## config.mk

```make
export PLATFORM = sky130hd
export DESIGN_NAME = beat_grid_sequencer
export DESIGN_NICKNAME = d
export VERILOG_FILES = /design/src/rtl/beat_grid_pkg.sv /design/src/rtl/beat_grid_sequencer_key_press_detect.sv /design/src/rtl/beat_grid_sequencer.sv
export SDC_FILE = /design/constraint.sdc
export NUM_CORES = 1
export LEC_CHECK = 0
export CAP_MARGIN = 40
export CELL_PAD_IN_SITES_DETAIL_PLACEMENT = 0
export CELL_PAD_IN_SITES_GLOBAL_PLACEMENT = 2
export CORE_MARGIN = 5
export CORE_UTILIZATION = 30
export DETAILED_ROUTE_END_ITERATION = 8
export HOLD_SLACK_MARGIN = 0.02
export PLACE_DENSITY_LB_ADDON = 0.08
export SLEW_MARGIN = 5
export SYNTH_ARGS = -nofsm -noshare
export SYNTH_HDL_FRONTEND = slang
export SYNTH_SLANG_ARGS = --single-unit
```

## constraint.sdc

```tcl
create_clock -name Clk -period 2.05 [get_ports Clk]
set_input_delay 0.205 -clock Clk [delete_from_list [all_inputs] [get_ports Clk]]
set_output_delay 0.205 -clock Clk [all_outputs]
set_load 0.02 [all_outputs]
```

## src/rtl/beat_grid_pkg.sv

```systemverilog
// Shared keycode map, step-key table, decode helpers and transport state type
// for the beat grid sequencer.
package beat_grid_pkg;

   localparam logic [7:0] KEY_CH0       = 8'h1E;  // '1'; channel keys run '1'..'8'
   localparam logic [7:0] KEY_CH_LAST   = 8'h25;  // '8'
   localparam logic [7:0] KEY_CLEAR_ALL = 8'h27;  // '0'
   localparam logic [7:0] KEY_CLEAR_CH  = 8'h2A;  // Backspace
   localparam logic [7:0] KEY_SPACE     = 8'h2C;
   localparam logic [7:0] KEY_ENTER     = 8'h28;

   // Step keys Q W E R T Y U I O P [ ] A S D F; entry i is step i
   localparam logic [15:0][7:0] STEP_KEYS = {
      8'h09, 8'h07, 8'h16, 8'h04, 8'h30, 8'h2F, 8'h13, 8'h12,
      8'h0C, 8'h18, 8'h1C, 8'h17, 8'h15, 8'h08, 8'h1A, 8'h14
   };

   typedef enum logic {STOP, RUN} transport_t;

   // {valid, step index 0..15}
   function automatic logic [4:0] step_index(input logic [7:0] k);
      logic [4:0] r;
      r = 5'd0;
      for (int i = 0; i < 16; i++)
         if (k == STEP_KEYS[i]) r = {1'b1, 4'(i)};
      return r;
   endfunction

   // {valid, channel index 0..7}
   function automatic logic [3:0] ch_index(input logic [7:0] k);
      logic [7:0] d;
      d = k - KEY_CH0;
      return (k >= KEY_CH0 && k <= KEY_CH_LAST) ? {1'b1, d[2:0]} : 4'd0;
   endfunction

endpackage

```

## src/rtl/beat_grid_sequencer_key_press_detect.sv

```systemverilog
// Key press edge detector: a key acts once on the cycle its code first
// appears; holding it, or returning to 8'h00, produces nothing.
module key_press_detect (
   input  logic       Clk,
   input  logic       Reset_n,
   input  logic [7:0] keycode,
   output logic       press,
   output logic [7:0] key_code_q
);

   // Remember last cycle's keycode
   always_ff @(posedge Clk or negedge Reset_n) begin
      if (!Reset_n) key_code_q <= 8'h00;
      else          key_code_q <= keycode;
   end

   assign press = (keycode != 8'h00) && (keycode != key_code_q);

endmodule

```

## src/rtl/beat_grid_sequencer.sv

```systemverilog
// Beat grid sequencer: HID-keyed drum pattern editor with step playback.
// Build option: define BEAT_GRID_TOGGLE_EN to make step keys toggle bits;
// otherwise step keys only set bits and the clear keys remove them.
// Reset_n is expected to be released synchronously to Clk upstream.
module beat_grid_sequencer
   import beat_grid_pkg::*;
#(
   parameter  int NUM_CH    = 4,
   parameter  int NUM_STEPS = 12,
   localparam int CH_W      = $clog2(NUM_CH)    > 0 ? $clog2(NUM_CH)    : 1,
   localparam int ST_W      = $clog2(NUM_STEPS) > 0 ? $clog2(NUM_STEPS) : 1
) (
   input  logic                        Clk,
   input  logic                        Reset_n,
   input  logic [7:0]                  keycode,
   input  logic                        step_tick,
   output logic [CH_W-1:0]             channelnum,
   output logic                        GO,
   output logic [NUM_CH*NUM_STEPS-1:0] pattern,
   output logic [ST_W-1:0]             playhead,
   output logic                        running,
   output logic [NUM_CH-1:0]           hit,
   output logic                        hit_valid
);

   logic                                  press;
   logic [7:0]                            unused_key_q;  // previous code, not needed here
   transport_t                            state_q;
   logic [NUM_CH-1:0][NUM_STEPS-1:0]      pat_q, pat_d;
   logic [CH_W-1:0]                       channelnum_q;
   logic                                  go_q;
   logic [ST_W-1:0]                       playhead_q;
   logic [NUM_CH-1:0]                     hit_q, col;
   logic                                  hit_valid_q;
   logic [4:0]                            st_dec;
   logic [3:0]                            ch_dec;
   logic [ST_W-1:0]                       st_idx;
   logic                                  ch_ok, st_ok, space_p, enter_p, clr_all_p, clr_ch_p;
   logic                                  tick_play;

   key_press_detect u_kpd (
      .Clk        (Clk),
      .Reset_n    (Reset_n),
      .keycode    (keycode),
      .press      (press),
      .key_code_q (unused_key_q)
   );

   // Single-key decode; every action is qualified by a fresh press
   assign st_dec    = step_index(keycode);
   assign ch_dec    = ch_index(keycode);
   assign st_idx    = ST_W'(st_dec[3:0]);
   assign ch_ok     = press && ch_dec[3] && (int'(ch_dec[2:0]) < NUM_CH);
   assign st_ok     = press && st_dec[4] && (int'(st_dec[3:0]) < NUM_STEPS);
   assign space_p   = press && (keycode == KEY_SPACE);
   assign enter_p   = press && (keycode == KEY_ENTER);
   assign clr_all_p = press && (keycode == KEY_CLEAR_ALL);
   assign clr_ch_p  = press && (keycode == KEY_CLEAR_CH);
   // A Space press on a tick cycle suppresses the hit in both directions
   assign tick_play = step_tick && (state_q == RUN) && !space_p;

   // Next pattern: at most one edit per cycle since only one key is decoded
   always_comb begin
      pat_d = pat_q;
      if (clr_all_p)
         pat_d = '0;
      else if (clr_ch_p)
         pat_d[channelnum_q] = '0;
      else if (st_ok) begin
`ifdef BEAT_GRID_TOGGLE_EN
         pat_d[channelnum_q][st_idx] = ~pat_q[channelnum_q][st_idx];
`else
         pat_d[channelnum_q][st_idx] = 1'b1;
`endif
      end
   end

   // Column under the playhead, taken from the pre-edit pattern
   always_comb begin
      col = '0;
      for (int c = 0; c < NUM_CH; c++) col[c] = pat_q[c][playhead_q];
   end

   // Transport FSM, editor state and playback registers
   always_ff @(posedge Clk or negedge Reset_n) begin
      if (!Reset_n) begin
         state_q      <= STOP;
         pat_q        <= '0;
         channelnum_q <= '0;
         go_q         <= 1'b0;
         playhead_q   <= '0;
         hit_q        <= '0;
         hit_valid_q  <= 1'b0;
      end else begin
         if (space_p) state_q <= (state_q == STOP) ? RUN : STOP;
         go_q <= ch_ok;
         if (ch_ok) channelnum_q <= CH_W'(ch_dec[2:0]);
         pat_q       <= pat_d;
         hit_valid_q <= tick_play;
         if (tick_play) hit_q <= col;
         // Enter beats the tick advance, but the tick still plays the old column
         if (enter_p)
            playhead_q <= '0;
         else if (tick_play)
            playhead_q <= (playhead_q == ST_W'(NUM_STEPS - 1)) ? '0 : playhead_q + 1'b1;
      end
   end

   assign channelnum = channelnum_q;
   assign GO         = go_q;
   assign pattern    = pat_q;
   assign playhead   = playhead_q;
   assign running    = (state_q == RUN);
   assign hit        = hit_q;
   assign hit_valid  = hit_valid_q;

endmodule

```

**After elaboration in Yosys (flattened, before gate mapping)**

Index checks and enable logic that the tools add are counted.

- Add/subtract/negate cells: 2
- Order comparisons: 9
- Equality and inequality tests: 22
- Muxes and demuxes: 38
- Bitwise gates (word level): 3
- Reduce and logical (&&, ||, !) cells: 18

Operators by type and width:

| operator | count |
|---|---|
| two-way mux 48 bit | 3 |
| two-way mux 5 bit | 16 |
| == test 8 x 5 -> 1 bit, second input constant | 9 |
| AND 48 bit | 1 |
| demux 12 bit (select 2 bit) | 2 |
| == test 8 x 6 -> 1 bit, second input constant | 6 |
| inverter 48 bit | 1 |
| OR 48 bit | 1 |
| == test 8 x 4 -> 1 bit, second input constant | 3 |
| two-way mux 12 bit | 2 |
| binary-select mux 1 bit (select 4 bit) | 4 |
| == test 8 x 3 -> 1 bit, second input constant | 2 |
| two-way mux 4 bit | 4 |
| logical AND 1 bit | 14 |
| < comparator 4 x 5 -> 1 bit, second input constant | 2 |
| >= comparator 8 x 5 -> 1 bit, second input constant | 1 |
| less-or-equal comparator 8 x 6 -> 1 bit, second input constant | 1 |
| != test 8 bit | 1 |
| nonzero test 8 bit | 1 |
| two-way mux 1 bit | 6 |
| adder 4 x 1 -> 4 bit, second input constant | 1 |
| demux 1 bit (select 4 bit) | 1 |
| == test 4 bit, second input constant | 1 |
| >= comparator 4 x 1 -> 1 bit, second input constant | 1 |
| 8 further kinds | 8 |

- Register bits: 69
- Input bits: 11
- Output and inout port bits: 61
- Word-level logic and storage cells: 103

**Longest topological paths before layout**

Gate-level depths: netlist of the first run.

- Depth after elaboration: 27
- Gate-level depth with buffers: 7
- Depth with buffers taken out: 5

**Hierarchy**

A second synthesis of the first run with hierarchy kept.

- Cell total of the unflattened synthesis: 352
- Area, all modules: 3547.2 um^2

By module, submodules not included:

| module | times used | cells an instance | area each (um^2) | seq. area each (um^2) |
|---|---|---|---|---|
| beat_grid_sequencer | 1 | 331 | 3244.4 | 1526.5 |
| key_press_detect | 1 | 21 | 302.8 | 200.2 |

**Worst setup path after synthesis of the first run**

OpenSTA, ideal clock, no wires.

- Path kind: flip-flop to flip-flop
- Start: reg playhead_q[0] (netlist: playhead[0])
- End: reg hit_q[2] (netlist: hit[2])
- Setup time: 0.133 ns
- Arrival time: 1.935 ns
- Required time: 1.917 ns
- Setup slack: -0.018 ns
- Cell stages (with the launch flop): 6
- Buffers on the path: 2
- Period minus slack after synthesis: 2.068 ns
- Cells stage by stage: dfrtp_1 clkbuf_1 buf_2 mux4_2 a211oi_1 o41ai_1

- Word-level cells in the longest chain between the ends: 2

RTL lines:

| what | RTL line | source |
|---|---|---|
| from (decl) | beat_grid_sequencer.sv:32 | `logic [ST_W-1:0] playhead_q;` |
| from (signal assigned) | beat_grid_sequencer.sv:105 | `playhead_q <= (playhead_q == ST_W'(NUM_STEPS - 1)) ? '0 : playhead_q + 1'b1;` |
| binary-select mux 1 bit (select 4 bit) | beat_grid_sequencer.sv:81 | `for (int c = 0; c < NUM_CH; c++) col[c] = pat_q[c][playhead_q];` |
| two-way mux 1 bit (implied by the code) | beat_grid_sequencer.sv:81 |  |
| to (signal assigned) | beat_grid_sequencer.sv:100 | `if (tick_play) hit_q <= col;` |
| to (decl) | beat_grid_sequencer.sv:33 | `logic [NUM_CH-1:0] hit_q, col;` |

Every way passes these cells. The select of a mux whose other input is x is not followed.
A chain may end at the register's enable or synchronous reset.

**Final worst setup path of the first run**

- Start: in keycode[2]
- End: reg playhead_q[3] (netlist: playhead[3])

- Word-level cells in the longest chain between the ends: 6
- Elaborated cells between the ends (all ways): 11
- Classes of those cells: eq/ne: 3; mux: 1; reduce/logical: 7

RTL lines:

| what | RTL line | source |
|---|---|---|
| from (decl) | beat_grid_sequencer.sv:15 | `input logic [7:0] keycode,` |
| != test 8 bit or nonzero test 8 bit (tied branches) | beat_grid_sequencer_key_press_detect.sv:17 | `assign press = (keycode != 8'h00) && (keycode != key_code_q);` |
| logical AND 1 bit | beat_grid_sequencer_key_press_detect.sv:17 |  |
| logical AND 1 bit | beat_grid_sequencer.sv:55 | `assign space_p = press && (keycode == KEY_SPACE);` |
| logical NOT 1 bit | beat_grid_sequencer.sv:60 | `assign tick_play = step_tick && (state_q == RUN) && !space_p;` |
| logical AND 1 bit | beat_grid_sequencer.sv:60 |  |
| nonzero test 2 bit (no line) | n/a |  |

Parallel ways exist; a longest one is shown, timed or not.

==> flow_metrics.py, run 1 <==
metrics = {
    "clock_tree": {
        "cts.clk_slew.worst_paths_ns": 0.06,
        "cts-root-buf": "clkbuf_16",
        "cts_tree": "built",
        "cts_buffers": 9,
        "clock_latency_ns": 0.33,
        "clockBufferDepth": 2,
        "clock_sink_count": 69,
        "ctsHtreeMaxLevel": 3,
    },
    "layout": {
        "syn2layout_area_growth_pct": 50.5,
        "drive_gt1_share_pct": 27.0,
        "diodes": 0,
        "nNetsFinal": 437,
        "fin_area_um2": 5120,
    },
    "global_route": {
        "grt_pass1_wl_um": 17900,
        "grt_usage_pct": 17.7,
        "met2_usage_pct": 27.7,
        "antenna_found_initial": 0,
        "grt_overflow": 0,
        "grt_pass1_vias": 3049,
        "grt-busiest-layer": "met2",
        "use_met3_pct": 3.47,
        "use_met1_pct": 24.2,
        "grt_max_degree": 44,
    },
    "yosys": {
        "synth-edff-count": 0,
        "synth_top_area_cell": "dfrtp_1",
        "ys_types": 45,
        "ys_seq_area_share_pct": 50.7,
        "synthArstFlopShare_pct": 100,
        "synth_area_leaders": "dfrtp_1 (51%), mux4_2 (7.9%), o41ai_1 (7.5%)",
        "syn_area_um2": 3400,
        "synth_area_per_cell_um2": 11.4,
        "ys_seq_elements": 69,
        "synth_top_area_share_pct": 50.7,
        "synth_nets": 310,
        "ys_warn_count": 0,
        "synth-main-ff-cell": "dfrtp_1",
        "syn_inst": 298,
    },
    "sta": {
        "rsz0062_at_grt": "no",
        "finalMaxSlewViolations": 0,
        "hold_viol": 0,
        "fin_skew_ns": 0.00844,
        "period_share_pct": 97.2,
        "worst_slew_pin_slew_ns": 0.425,
        "slew_headroom_pct": 71.4,
        "clock.fmax_ghz": 0.502,
        "period_needed_ns": 1.99,
        "finalSetupViolCount": 0,
        "fin_ws_ns": 0.0572,
    },
    "outcome": {
        "outcome": "completed",
    },
    "routing": {
        "vias": 3033,
        "ant_nets": 0,
        "avgRoutedWirePerCell_um": 20.6,
        "viasPerCell": 5.32,
        "totalWireLength_um": 11700,
        "drc": 0,
        "drtPass1Iterations": 4,
        "drtIter0Drc": 166,
    },
    "place": {
        "placed_area_um2": 4680,
        "io_buffers": 71,
        "dp_hpwl_um": 8590,
        "place_ws_ns": -0.377,
        "routabilityCongestion": 0.829,
    },
    "min_path": {
        "hold_class": "in2reg",
        "hold_start": "keycode[7]",
    },
    "setup_path": {
        "cpLargestDelayFamily": "buffers and inverters",
        "setup.worst_path.class": "in2reg",
        "crit_buf_inv": 3,
        "path_cells": "clkdlybuf4s50_1 > xnor2_1 > nand4_1 > buf_4 > o21ai_0 > buf_4 > o2111ai_1 > a21oi_1",
        "critPathArrivalTime_ns": 2.25,
        "cpMaxStageDelayCell": "clkdlybuf4s50_1",
        "cp-end-kind": "flop",
        "slowest_delay_ns": 0.53,
        "cp.required_ns": 2.31,
        "cpMostUsedCell": "buf_4",
        "worstSetupStartpointType": "input pin",
        "cp_max_fo": 7,
        "crit_path_start": "keycode[2]",
        "rr_startpoint": "u_kpd.key_code_q[2]",
    },
    "floorplanning": {
        "start_util_pct": 31.0,
        "core_area_um2": 11000,
        "die_x_um": 117,
        "die_h_um": 117,
        "io_pins": 72,
        "rows": 38,
        "dieArea_um2": 13600,
    },
    "power": {
        "max-vdd-ir-drop_v": 0.000609,
        "power_mw": 4.50,
        "p_leak_nw": 2.14,
        "p_per_area_nw_per_um2": 878,
    },
    "flow_run": {
        "cap_violations": 0,
    },
}
==> worst paths after layout <==
kind	end	slack, ns	depth (start not counted)
worst max-delay path	playhead[3]	0.06	8
worst min-delay path	u_kpd.key_code_q[7]	0.11	1
worst max register to register	playhead[3]	0.07	7
worst min register to register	hit[0]	0.51	2
max in group asynchronous	channelnum[1]	1.21	3
min in group asynchronous	pattern[2]	0.29	2
==> per-layer routing <==
metal	up-vias	wire [µm]
li1	1402	-
met1	1526	5160
met2	85	5580
met3	20	737
met4	0	240
met5	-	0
==> cell type report <==
class / count / area, µm²
fillers: 1052 / 5860
clock inverters: 6 / 87.6
repair buffers: 140 / 1290
well taps: 140 / 175
multi-input cells: 203 / 1600
flip-flops and latches: 69 / 1730
inverters: 2 / 7.51
clock buffers: 10 / 229
==> registers in the layout, indices dropped and copies added, names as in the netlist <==
| signal | count |
|---|---|
| running | 1 |
| u_kpd.key_code_q | 8 |
| hit_valid | 1 |
| channelnum | 2 |
| pattern | 48 |
| playhead | 4 |
| GO | 1 |
| hit | 4 |
==> kinds of logic (layout without fill, tap and decap cells) <==
family                   count (synthesis)  after routing  synth area share (%)
flip-flops                              69             69                  50.7
XOR/XNOR                                11             11                  2.83
AO/OA/AOI/OAI                           86             86                  19.7
adder cells (fa/ha/maj)                  1              1                 0.368
AND/OR/NAND/NOR                         91             91                  14.2
multiplexers                            14             14                  8.60
buffers and inverters                   26            158                  3.49
==> stage by stage <==
stage | cells | TNS [ns] | hold slack (ns) | util, %
after floorplan | 298 | 0 | -0.0906 | -
after global placement | 546 | -18.07 | 0.0984 | 42.6
after detailed placement | 546 | -18.21 | 0.0925 | 42.6
after CTS | 563 | -0.0108 | 0.299 | 45.7
after global routing | 570 | 0 | 0.135 | 46.6
final | 570 | 0 | 0.107 | 46.6
==> cells in the mapped netlist (2+ instances only) <==
cell      number
dfrtp_1       69
nand2_1       43
o41ai_1       29
a22o_1        19
clkbuf_1      14
mux4_2        12
nor2_1        11
o21ai_0       11
xnor2_1       10
a21oi_1        5
buf_2          5
nand3_1        5
nor2b_1        5
a211oi_1       4
a21boi_0       4
nor3_2         4
o211ai_1       4
o31ai_1        4
buf_1          3
nand3b_1       3
nor3_1         3
buf_6          2
inv_1          2
mux2_2         2
nand2b_1       2
nand4_1        2
o21a_1         2
or4_4          2
==> cells in the final DEF (no fill, tap or decap), drive strengths merged, types with 10 or more instances in the layout <==
master	Yosys	routed
a22o	19	19
buf	10	69
clkbuf	14	10
clkdlybuf4s50	0	66
dfrtp	69	69
mux4	12	12
nand2	43	43
nor2	11	11
o21ai	12	12
o41ai	29	29
xnor2	10	10
==> power breakdown <==
part,switching (mW),internal (mW)
Combinational,0.628,0.580
Clock,0.614,1.06
Sequential,0.137,1.48
Total,1.38,3.12
==> what timing repair did <==
| action | in CTS | in global routing |
|---|---|---|
| buffers inserted | 0 | 7 |
| endpoints found under the hold margin | 8 | 0 |
| endpoints found under the setup margin | 9 | 52 |
| gates cloned | 0 | 0 |
| pin swaps | 0 | 4 |
| hold buffers | 1 | 0 |
| resized for setup | 2 | 13 |
Power figures use the tool's default switching activity.
==> run 2, diff against run 1 <==
--- a/config.mk
+++ b/config.mk
@@ -11,3 +11,4 @@
 export CORE_MARGIN = 5
-export CORE_UTILIZATION = 30
+export CORE_UTILIZATION = 31
+export CTS_BUF_LIST = sky130_fd_sc_hd__clkbuf_8
 export DETAILED_ROUTE_END_ITERATION = 8
--- a/constraint.sdc
+++ b/constraint.sdc
@@ -3,2 +3,2 @@
 set_output_delay 0.205 -clock Clk [all_outputs]
-set_load 0.02 [all_outputs]
+set_load 0.005 [all_outputs]
==> run 2 against run 1 <==
Effect of this change:
- largest power group is now registers
- global-route usage up 0.23 points
- clock skew about the same
- sequential share of layout area up 0.96 points
- largest cell class unchanged
==> flow_metrics.py, run 2 (synthesized netlist as in run 1, its figures left out) <==
metrics = {
    "outcome": {
        "outcome": "completed",
    },
    "setup_path": {
        "worstSetupStartpointType": "input pin",
        "setup.worst_path.class": "in2reg",
        "cpLargestDelayFamily": "simple AND/OR/NAND/NOR gates",
        "cpMostUsedCell": "or4_4",
        "slowest_delay_ns": 0.55,
        "cpMaxStageDelayCell": "or4_4",
        "path_cells": "clkdlybuf4s50_1 > or4_4 > or4_4 > o21ai_4 > buf_4 > nor3_2 > a22o_1",
        "crit_buf_inv": 2,
        "cp_max_fo": 8,
        "critPathArrivalTime_ns": 2.28,
        "cp-end-kind": "flop",
        "cp.required_ns": 2.28,
    },
    "place": {
        "placed_area_um2": 4670,
        "io_buffers": 71,
        "dp_hpwl_um": 8620,
        "routabilityCongestion": 0.841,
        "place_ws_ns": -0.431,
        "dp_cells": 546,
    },
    "global_route": {
        "antenna_found_initial": 0,
        "grt_usage_pct": 17.9,
        "grt_pass1_wl_um": 17900,
        "grt_max_degree": 26,
        "grt_overflow": 0,
        "grt_pass1_vias": 2923,
    },
    "routing": {
        "totalWireLength_um": 11600,
        "vias": 3006,
        "drtPass1Iterations": 5,
        "viasPerCell": 5.31,
        "ant_nets": 0,
        "drc": 0,
        "avgRoutedWirePerCell_um": 20.5,
        "drtIter0Drc": 159,
    },
    "layout": {
        "fin_util_pct": 46.1,
        "nNetsFinal": 433,
        "largest_reg_flops": 48,
        "instances_no_fill": 566,
        "drive_gt1_share_pct": 26.8,
        "fillers": 1042,
        "mostFrequentLayoutCell": "dfrtp_1",
        "fin_area_um2": 4980,
        "syn2layout_area_growth_pct": 46.3,
        "diodes": 0,
        "layout_common_cells": "dfrtp_1 (69), clkdlybuf4s50_1 (68), buf_4 (56)",
    },
    "clock_tree": {
        "cts.clk_slew.worst_paths_ns": 0.08,
        "clock_sink_count": 69,
        "cts-root-buf": "clkbuf_8",
        "cts_buffers": 9,
        "ctsHtreeMaxLevel": 3,
        "clockBufferDepth": 2,
        "cts_tree": "built",
        "clock_latency_ns": 0.34,
    },
    "sta": {
        "finalSetupViolCount": 0,
        "worst_slew_pin_slew_ns": 0.752,
        "slew_headroom_pct": 49.5,
        "period_needed_ns": 2.05,
        "fin_tns_setup_ns": 0,
        "rsz0062_at_grt": "yes",
        "finalMaxSlewViolations": 0,
        "period_share_pct": 99.8,
        "clock.fmax_ghz": 0.489,
        "fin_ws_ns": 0.00486,
        "fin_skew_ns": 0.00842,
        "hold_viol": 0,
        "holdWs_ns": 0.248,
    },
    "power": {
        "switching_power_mw": 1.19,
        "p_per_area_nw_per_um2": 784,
        "intPower_mw": 2.72,
        "clockPowerShare_pct": 31.5,
        "power_mw": 3.90,
        "comb_power_share_pct": 26.6,
        "netSwitchingFraction_pct": 30.4,
        "seq_power_share_pct": 41.8,
        "max-vdd-ir-drop_v": 0.000574,
        "p_leak_nw": 2.07,
    },
    "floorplanning": {
        "core_area_um2": 10800,
        "io_pins": 72,
        "dieArea_um2": 13200,
        "die_h_um": 115,
        "start_util_pct": 31.5,
        "rows": 38,
        "die_x_um": 115,
    },
    "flow_run": {
        "cap_violations": 0,
    },
    "min_path": {
        "hold_class": "in2reg",
    },
}
-- run 2: cell count changes in the layout (fill, tap and decap cells not counted), sizes merged --
cell	previous run	this run
clkdlybuf4s50	66	68
clkbuf	10	9
dlygate4sd2	0	1
clkinv	1	2
buf	69	65
inv	2	4
dlymetal6s2s	4	1
clkinvlp	3	1
-- run 2: repair_timing --
action	in CTS	in global routing
gates resized for setup	5	12
pin swaps	0	4
hold buffers	1	0
buffers inserted	1	2
endpoints found under the hold margin	21	0
setup endpoints to repair	17	47
-- run 2: area by class of cell --
type / count / area (µm²) / area share, %
flip-flops and latches: 69 / 1730 / 34.7
clock inverters: 7 / 90.1 / 1.81
inverters: 2 / 7.51 / 0.151
repair buffers: 136 / 1250 / 25.2
well taps: 140 / 175 / 3.52
clock buffers: 9 / 124 / 2.49
multi-input cells: 203 / 1600 / 32.2
-- run 2: layer usage --
layer	GRT usage (%)	part of all wire, %
met3	4.47	6.3
met1	25.0	43
met4	3.99	1.1
met2	28.3	49
met5	0	0
-- run 2: path summary, 6_finish.rpt --
path                                startpoint             endpoint  slack, ns  cells after the start
setup / recovery                    keycode[5]           pattern[0]      0.005                      7
hold / removal                      keycode[4]  u_kpd.key_code_q[4]       0.25                      3
setup reg to reg           u_kpd.key_code_q[1]          playhead[3]       0.10                      7
hold reg to reg                    pattern[39]          pattern[39]       0.51                      2
max in group asynchronous              Reset_n          pattern[36]       0.99                      3
min in group asynchronous              Reset_n           pattern[8]       0.43                      2
-- run 2: worst register-to-register path, stage by stage, from the launching register on --
cell     delay (ns)
dfrtp_1        0.38
xnor2_1        0.13
nand4_1        0.19
buf_4          0.20
buf_4          0.12
nor2_1         0.06
nor3_1         0.63
a21oi_1        0.10
-- run 2: power by group through the flow --
stage / Sequential (mW) / Clock [mW] / Combinational (mW)
floorplan: 1.60 / 0 / 0.528
global placement: 1.66 / 0 / 1.03
detailed placement: 1.66 / 0 / 1.03
CTS: 1.63 / 1.27 / 1.04
global route: 1.65 / 1.31 / 1.13
finish: 1.63 / 1.23 / 1.04
